--- config.mk ---
export PLATFORM = sky130hd
export DESIGN_NAME = systolic_skew_feeder
export DESIGN_NICKNAME = d
export VERILOG_FILES = /design/src/rtl/npu_pkg.sv /design/src/rtl/skew_delay_line.sv /design/src/rtl/systolic_skew_feeder.sv
export SDC_FILE = /design/constraint.sdc
export NUM_CORES = 1
export LEC_CHECK = 0
export CORE_ASPECT_RATIO = 0.75
export CORE_MARGIN = 5
export CORE_UTILIZATION = 50
export DETAILED_ROUTE_END_ITERATION = 16
export PLACE_DENSITY = 0.79
export SLEW_MARGIN = 20
export SYNTH_ARGS = -nofsm -noshare
export SYNTH_HDL_FRONTEND = slang
export SYNTH_SLANG_ARGS = --single-unit
export TNS_END_PERCENT = 50
--- constraint.sdc ---
create_clock -name i_clk -period 8.1 [get_ports i_clk]
set_input_delay 1.215 -clock i_clk [delete_from_list [all_inputs] [get_ports i_clk]]
set_output_delay 1.215 -clock i_clk [all_outputs]
set_load 0.01 [all_outputs]
--- src/rtl/npu_pkg.sv ---
// rtl/npu_pkg.sv - shared types and sizes for the NPU feeder datapath
// Purpose: array dimension, element width, feeder FSM states and the lane
//          payload (data + enable) carried through the skew delay lines.
// Ports:   none (package).
package npu_pkg;

    localparam int NPU_N     = 4;
    localparam int NPU_WIDTH = 16;

    typedef enum logic [1:0] {
        IDLE  = 2'd0,
        FEED  = 2'd1,
        DRAIN = 2'd2,
        DONE  = 2'd3
    } feeder_state_e;

    typedef struct packed {
        logic signed [NPU_WIDTH-1:0] data;
        logic                        en;
    } lane_t;

endpackage

--- src/rtl/skew_delay_line.sv ---
// rtl/skew_delay_line.sv - DEPTH-stage shift register of lane payloads
// Purpose: delays one matrix lane by DEPTH cycles; stage 0 is registered,
//          so DEPTH=1 gives a single-cycle latency.
// Ports:   i_clk, i_rst (async, active-high), i_lane (payload in),
//          o_lane (payload DEPTH cycles later).
module skew_delay_line
    import npu_pkg::*;
#(
    parameter int DEPTH = 1,
    parameter int WIDTH = NPU_WIDTH
) (
    input  logic  i_clk,
    input  logic  i_rst,
    input  lane_t i_lane,
    output lane_t o_lane
);

    // The payload type is fixed by the package; a mismatched WIDTH would
    // silently truncate data, so refuse to elaborate instead.
    if (WIDTH != NPU_WIDTH) begin : g_bad_width
        $error("skew_delay_line: WIDTH must equal NPU_WIDTH");
    end
    if (DEPTH < 1) begin : g_bad_depth
        $error("skew_delay_line: DEPTH must be at least 1");
    end

    lane_t r_stage [DEPTH];

    always_ff @(posedge i_clk or posedge i_rst) begin
        if (i_rst) begin
            for (int k = 0; k < DEPTH; k++) begin
                r_stage[k] <= '0;
            end
        end else begin
            r_stage[0] <= i_lane;
            for (int k = 1; k < DEPTH; k++) begin
                r_stage[k] <= r_stage[k-1];
            end
        end
    end

    assign o_lane = r_stage[DEPTH-1];

endmodule

--- src/rtl/systolic_skew_feeder.sv ---
// rtl/systolic_skew_feeder.sv - diagonal skew feeder in front of the 4x4 PE matrix
// Purpose: accepts activation vectors over valid/ready, delays lane i by i
//          extra cycles, flushes zeros for 2N-1 cycles after the last vector,
//          then pulses o_done for one cycle.
// Ports:   i_clk, i_rst (async, active-high), i_start, i_num_vecs,
//          i_in_valid, i_in_data -> o_in_ready, o_out_left, o_out_en,
//          o_busy, o_done.
// Option:  FEEDER_PERF_CNT_EN adds o_stall_cycles and o_job_cycles.
module systolic_skew_feeder
    import npu_pkg::*;
#(
    parameter int WIDTH = 16,
    parameter int N     = 4,
    parameter int CNT_W = 16
) (
    input  logic               i_clk,
    input  logic               i_rst,
    input  logic               i_start,
    input  logic [CNT_W-1:0]   i_num_vecs,
    input  logic               i_in_valid,
    input  logic [N*WIDTH-1:0] i_in_data,
    output logic               o_in_ready,
    output logic [N*WIDTH-1:0] o_out_left,
    output logic [N-1:0]       o_out_en,
    output logic               o_busy,
    output logic               o_done
`ifdef FEEDER_PERF_CNT_EN
    ,
    output logic [31:0]        o_stall_cycles,
    output logic [31:0]        o_job_cycles
`endif
);

    if (N != NPU_N || WIDTH != NPU_WIDTH) begin : g_bad_cfg
        $error("systolic_skew_feeder: only N=4, WIDTH=16 supported");
    end

    // Last drain count value; drain lasts DRAIN_LAST+1 = 2N-1 cycles, enough
    // for the deepest lane (N stages) to empty behind the final vector.
    localparam int DRAIN_LAST = 2 * N - 2;

    feeder_state_e    r_state;
    feeder_state_e    w_state_next;
    logic [CNT_W-1:0] r_num_vecs;
    logic [CNT_W-1:0] r_accepted;
    logic [2:0]       r_drain_cnt;
    logic             w_accept;
    logic             w_last_accept;
    lane_t            w_stage0 [N];
    lane_t            w_lane_out [N];

    assign o_in_ready    = (r_state == FEED);
    assign o_busy        = (r_state != IDLE);
    assign o_done        = (r_state == DONE);
    assign w_accept      = i_in_valid & o_in_ready;
    assign w_last_accept = w_accept && (r_accepted == r_num_vecs - CNT_W'(1));

    always_ff @(posedge i_clk or posedge i_rst) begin
        if (i_rst) begin
            r_state <= IDLE;
        end else begin
            r_state <= w_state_next;
        end
    end

    always_comb begin
        w_state_next = r_state;
        case (r_state)
            IDLE: begin
                if (i_start) begin
                    w_state_next = (i_num_vecs == '0) ? DONE : FEED;
                end
            end
            FEED: begin
                if (w_last_accept) begin
                    w_state_next = DRAIN;
                end
            end
            DRAIN: begin
                if (r_drain_cnt == 3'(DRAIN_LAST)) begin
                    w_state_next = DONE;
                end
            end
            DONE:    w_state_next = IDLE;
            default: w_state_next = IDLE;
        endcase
    end

    always_ff @(posedge i_clk or posedge i_rst) begin
        if (i_rst) begin
            r_num_vecs  <= '0;
            r_accepted  <= '0;
            r_drain_cnt <= '0;
        end else begin
            if (r_state == IDLE && i_start) begin
                r_num_vecs <= i_num_vecs;
                r_accepted <= '0;
            end else if (w_accept) begin
                r_accepted <= r_accepted + CNT_W'(1);
            end
            r_drain_cnt <= (r_state == DRAIN) ? r_drain_cnt + 3'd1 : 3'd0;
        end
    end

    // Bubbles and drain cycles inject zero data with enable low, so the
    // matrix sees clean zeros rather than stale operands.
    for (genvar i = 0; i < N; i++) begin : g_lane
        assign w_stage0[i].data = w_accept ? i_in_data[i*WIDTH +: WIDTH] : '0;
        assign w_stage0[i].en   = w_accept;

        skew_delay_line #(
            .DEPTH (i + 1),
            .WIDTH (WIDTH)
        ) u_delay (
            .i_clk  (i_clk),
            .i_rst  (i_rst),
            .i_lane (w_stage0[i]),
            .o_lane (w_lane_out[i])
        );

        assign o_out_left[i*WIDTH +: WIDTH] = w_lane_out[i].data;
        assign o_out_en[i]                  = w_lane_out[i].en;
    end

`ifdef FEEDER_PERF_CNT_EN
    logic [31:0] r_stall_cycles;
    logic [31:0] r_job_cycles;

    always_ff @(posedge i_clk or posedge i_rst) begin
        if (i_rst) begin
            r_stall_cycles <= '0;
            r_job_cycles   <= '0;
        end else if (r_state == IDLE && i_start) begin
            r_stall_cycles <= '0;
            r_job_cycles   <= '0;
        end else begin
            if (r_state == FEED && !i_in_valid) begin
                r_stall_cycles <= r_stall_cycles + 32'd1;
            end
            if (r_state != IDLE) begin
                r_job_cycles <= r_job_cycles + 32'd1;
            end
        end
    end

    assign o_stall_cycles = r_stall_cycles;
    assign o_job_cycles   = r_job_cycles;
`endif

endmodule

## Word level (Yosys, flattened, before mapping)

Cells that the tools add are included.

| cells by class | value |
|---|---|
| add/subtract/negate cells | 3 |
| reductions and logical operators | 7 |
| bitwise gates (word level) | 1 |
| mux-type cells | 12 |
| eq/ne operators | 8 |

Operators by type and width:

| kind | number |
|---|---|
| two-way mux 16 bit | 6 |
| adder 16 x 1 -> 16 bit, second input constant | 1 |
| == test 16 bit | 1 |
| logical NOT 16 bit | 1 |
| subtractor 16 x 1 -> 16 bit, second input constant | 1 |
| two-way mux 2 bit | 4 |
| one-hot mux 2 bit (4 select lines) | 1 |
| == test 2 bit, second input constant | 2 |
| inequality test 2 bit, second input constant | 2 |
| nonzero test 2 bit | 2 |
| adder 3 x 1 -> 3 bit, second input constant | 1 |
| == test 3 bit, second input constant | 1 |
| two-way mux 3 bit | 1 |
| AND reduction 3 bit | 1 |
| == test 2 x 1 -> 1 bit, second input constant | 1 |
| logical AND 1 bit | 2 |
| logical NOT 2 bit | 1 |
| inequality test 2 x 1 -> 1 bit, second input constant | 1 |
| AND 1 bit | 1 |

| storage, ports and cells | value |
|---|---|
| input port bits | 84 |
| bits in registers | 201 |
| word-level logic and storage cells | 49 |

## Longest topological paths before layout

| logic depth | value |
|---|---|
| depth in word-level cells | 5 |
| mapped depth | 10 |

## Hierarchy

From an unflattened synthesis, not the netlist that was laid out.

| second synthesis, totals | value |
|---|---|
| cells, all modules | 578 |
| area total of the unflattened synthesis | 7465.9 um^2 |

Modules (own cells, without submodules):

| module | seq. area each (um^2) | times used | area each (um^2) | cells an instance |
|---|---|---|---|---|
| systolic_skew_feeder | 925.9 | 1 | 2813.9 | 353 |
| skew_delay_line at g_lane[3].u_delay | 1701.6 | 1 | 1833.0 | 86 |
| skew_delay_line at g_lane[2].u_delay | 1276.2 | 1 | 1407.6 | 69 |
| skew_delay_line at g_lane[1].u_delay | 850.8 | 1 | 982.2 | 52 |
| skew_delay_line at g_lane[0].u_delay | 425.4 | 1 | 429.2 | 18 |

## Worst setup path after synthesis

OpenSTA, ideal clock, no wires.

| path | value |
|---|---|
| path kind | input-to-reg |
| start point | input i_in_valid |
| end point | register r_state[0] |
| cell stages on the path | 6 |
| path slack | 5543 ps |
| required time | 7971 ps |
| buffers on the path | 0 |
| data arrival time | 2428 ps |
| path through | nand2_1 -> a2111oi_0 -> o211ai_1 -> nor4_1 -> a41oi_2 -> mux2i_1 |

| between the ends | value |
|---|---|
| word-level cells in the longest chain between the ends | 4 |

RTL lines:

| what | RTL line | source |
|---|---|---|
| start: declaration | systolic_skew_feeder.sv:20 | `input logic i_in_valid,` |
| AND 1 bit | systolic_skew_feeder.sv:55 | `assign w_accept = i_in_valid & o_in_ready;` |
| logical AND 1 bit | systolic_skew_feeder.sv:56 | `assign w_last_accept = w_accept && (r_accepted == r_num_vecs - CNT_W'(1));` |
| inequality test 2 x 1 -> 1 bit (no source line) | n/a |  |
| AND reduction 3 bit (no source line) | n/a |  |
| end signal: assignment | systolic_skew_feeder.sv:62 | `r_state <= w_state_next;` |
| end: declaration | systolic_skew_feeder.sv:42 | `feeder_state_e r_state;` |

Every way passes these cells.
A chain may end at the register's enable or synchronous reset.

## Final worst setup path

| path | value |
|---|---|
| start point | register r_state[1] |
| end point | output o_in_ready |

| between the ends | value |
|---|---|
| word-level cells in the longest chain between the ends | 1 |

RTL lines:

| what | RTL line | source |
|---|---|---|
| == test 2 x 1 -> 1 bit | systolic_skew_feeder.sv:52 | `assign o_in_ready = (r_state == FEED);` |
| end: declaration | systolic_skew_feeder.sv:22 | `output logic o_in_ready,` |

Every way passes these cells.

==> impl_results.md <==
* Status: finished clean
* CORE AREA at 0.0139 mm2
* Largest net degree at the start of global routing at 122
* Non-Filler Instances at 807
* # IOs at 155
* # H-tree levels at 1
* PD cells at 308 mW/mm2
* Max Cap Violations at 0
* Min cycle time layout at 3.74 ns
* Share of cells above drive strength 1 at 8.86%
* Routed vias at 4,096
* Critical path fanouts, max at 67
* Resize count post-CTS at 0
* Critical path required time at 6.88 ns
* Mean Syn Cell Area at 13.9 um2
* Post-synth ARST share at 100%
* Critical Path AT at 2.53 ns
* Vias in the first global route at 4,348
* Antenna diode count at 0
* DR pass1 iterations at 4
* Die height at 114 um
* P&R area growth vs syn at 27.3%
* CTS tree: done
* Detailed Route WL at 14,000 um
* Post-synth EDFFs at 0
* Post-synthesis sequential area ratio at 70.2%
* Die Wd at 148 um
* Rel. slew slack at 34.3%
* Port-buffer cells at 154
* WS Path Type: reg -> out
* Crit path from: r_state[1]
* Cell Chain, Critical Path: inv_1 -> ha_2 -> clkdlybuf4s50_1
* Skew-Pair Late Insertion Delay at 0.48 ns
* Synth Instances at 514
* Placed Cells at 772
* RSZ-0062 raised after global routing: false
* Reg2Reg Launch Point: r_state[1]
* Final number of max-transition violations at 0
* Mapped cell area at 0.00717 mm2
* Post-route ant nets at 0
* Hpwl dp at 9580 um
* Clock Path Buffers at 3
* Wirelength per Cell at 17.4 um
* Total Neg Setup Slack at 0 ns
* Worst vdd ir at 0.202 mV
* Fill cells at 977
* Final Hold Vio Count at 0
* Fmax at 267 MHz
* Tightest Hold Check Type: reg -> reg
* Fin util at 65.7%
* Leakage power at 4.46 nW
* Starting Density at 51.6%
* Total gr overflow at 0
* Cts hold-fix bufs at 0
* Startpoint types: flip-flop
* Register clock-pin slew on the reported worst setup and hold paths at 0.06 ns
* Post-CTS setup repair buffer count at 0
* Drt via density at 5.08
* Final period utilization at 46.2%
* Syn. warnings at 0
* Syn_nets at 607
* CP max stage delay at 0.84 ns
* Main synth FF type: dfrtp_1
* Worst slew pin tran at 0.986 ns
* Flop2flop setup slack at 4.96 ns
* DRC errors left at 0
* Crit path capture type: output pin
* Initial antenna violation count at 0
* First-pass GRT wire length at 23,500 um
* Clk root buf: clkbuf_16
* Final setup fails at 0
* Global placer's final weighted congestion at 0.784
* GRT Util Overall at 17.5%
* Nets at 712
* Die area at 0.0169 mm2
* Reg2reg end: r_state[1]
* CP Capture Point: o_in_ready
* Synth cell types at 42
* Clock skew at 0.0219 ns
* Slowest cell on crit path: ha_2
* R2R depth at 8
* CTS Buf Count at 20
* Cell row count at 37
* Area of placed instances at 0.00847 mm2
* Most common cell after layout, fill and taps aside: dfrtp_1
* CTS sink cnt at 201
* Iteration-0 DRC Markers at 238
* Post-route cell area at 0.00912 mm2
* Synthesized flop and latch total at 201
* Most frequent cells in the layout: 201 x dfrtp_1, 153 x clkdlybuf4s50_1, 66 x and3_1
[cells in the mapped netlist (2+ instances only)]
cell / instances / area (um2)
a21oi_1: 6 / 30.0
and2_1: 4 / 25.0
and3_1: 66 / 413
and4_1: 2 / 17.5
buf_4: 52 / 390
clkbuf_1: 19 / 71.3
dfrtp_1: 201 / 5030
ha_1: 9 / 113
inv_1: 7 / 26.3
inv_2: 2 / 7.51
mux2_2: 14 / 158
mux2i_1: 4 / 40.0
nand2_1: 15 / 56.3
nand2b_1: 3 / 18.8
nand3_1: 7 / 35.0
nand4_1: 5 / 31.3
nor2_1: 22 / 82.6
nor2b_1: 2 / 12.5
nor3_1: 5 / 25.0
nor3b_1: 2 / 15.0
nor4_1: 5 / 31.3
nor4_2: 2 / 25.0
o211ai_1: 2 / 15.0
o21ai_0: 6 / 30.0
or3_1: 3 / 18.8
xnor2_1: 13 / 114
xor2_1: 21 / 184
[state kept, by name, indices dropped and copies added (netlist names)]
name / count
g_lane.u_delay.r_stage: 98
g_lane.u_delay.o_lane: 66
r_accepted: 16
r_num_vecs: 16
r_drain_cnt: 3
r_state: 2
[worst max-delay path: cells and delay by family, from the launching register on]
family	cells	cell delay (ns)
adder cells (fa/ha/maj)	1	0.84
flip-flops	1	0.40
buffers and inverters	2	0.82
[area by class of cell]
class / count / area [um2] / area share [%]
clock buffers: 31 / 592 / 6.49
inverters: 9 / 41.3 / 0.453
flip-flops and latches: 201 / 5030 / 55.1
multi-input cells: 232 / 1630 / 17.9
well taps: 175 / 219 / 2.40
repair buffers: 155 / 1550 / 17.0
clock inverters: 4 / 60.1 / 0.658
[power by group]
group	internal (mW)	total [mW]	leakage [nW]	switching, mW
Clock	0.537	0.896	0.319	0.359
Sequential	1.19	1.31	2.71	0.123
Combinational	0.311	0.608	1.43	0.297
[per-layer routing]
metal / GRT usage (%) / up-vias / share of wire (%)
li1: - / 1884 / -
met1: 24.6 / 2039 / 44
met2: 27.3 / 149 / 46
met3: 4.73 / 24 / 7.6
met4: 4.68 / 0 / 2.5
met5: 0 / - / 0
[kinds of logic after synthesis]
logic type	synth area share, %
xor+xnor	4.16
buf+inv	7.07
simple gates	12.1
fa+ha+maj	1.57
flops	70.2
compound gates	2.16
mux	2.76
[worst min path at each step]
stage,start,endpoint,cells after the start
2_1_floorplan,g_lane[1].u_delay.r_stage[27],g_lane[1].u_delay.o_lane[10],0
3_3_place_gp,g_lane[3].u_delay.r_stage[57],g_lane[3].u_delay.r_stage[40],0
3_5_place_dp,g_lane[2].u_delay.r_stage[31],g_lane[2].u_delay.o_lane[14],0
4_1_cts,g_lane[2].u_delay.r_stage[22],g_lane[2].u_delay.o_lane[5],0
5_1_grt,g_lane[2].u_delay.r_stage[20],g_lane[2].u_delay.o_lane[3],0
6_report,g_lane[2].u_delay.r_stage[22],g_lane[2].u_delay.o_lane[5],0
[through the flow]
stage	total power [mW]	worst slack [ns]	hold WS [ns]
floorplan	1.71	1.40	0.331
global placement	1.89	4.61	0.331
detailed placement	1.94	4.38	0.335
CTS	2.84	4.28	0.325
global route	2.97	4.12	0.347
finish	2.81	4.36	0.333
Power figures use the tool's default switching activity.
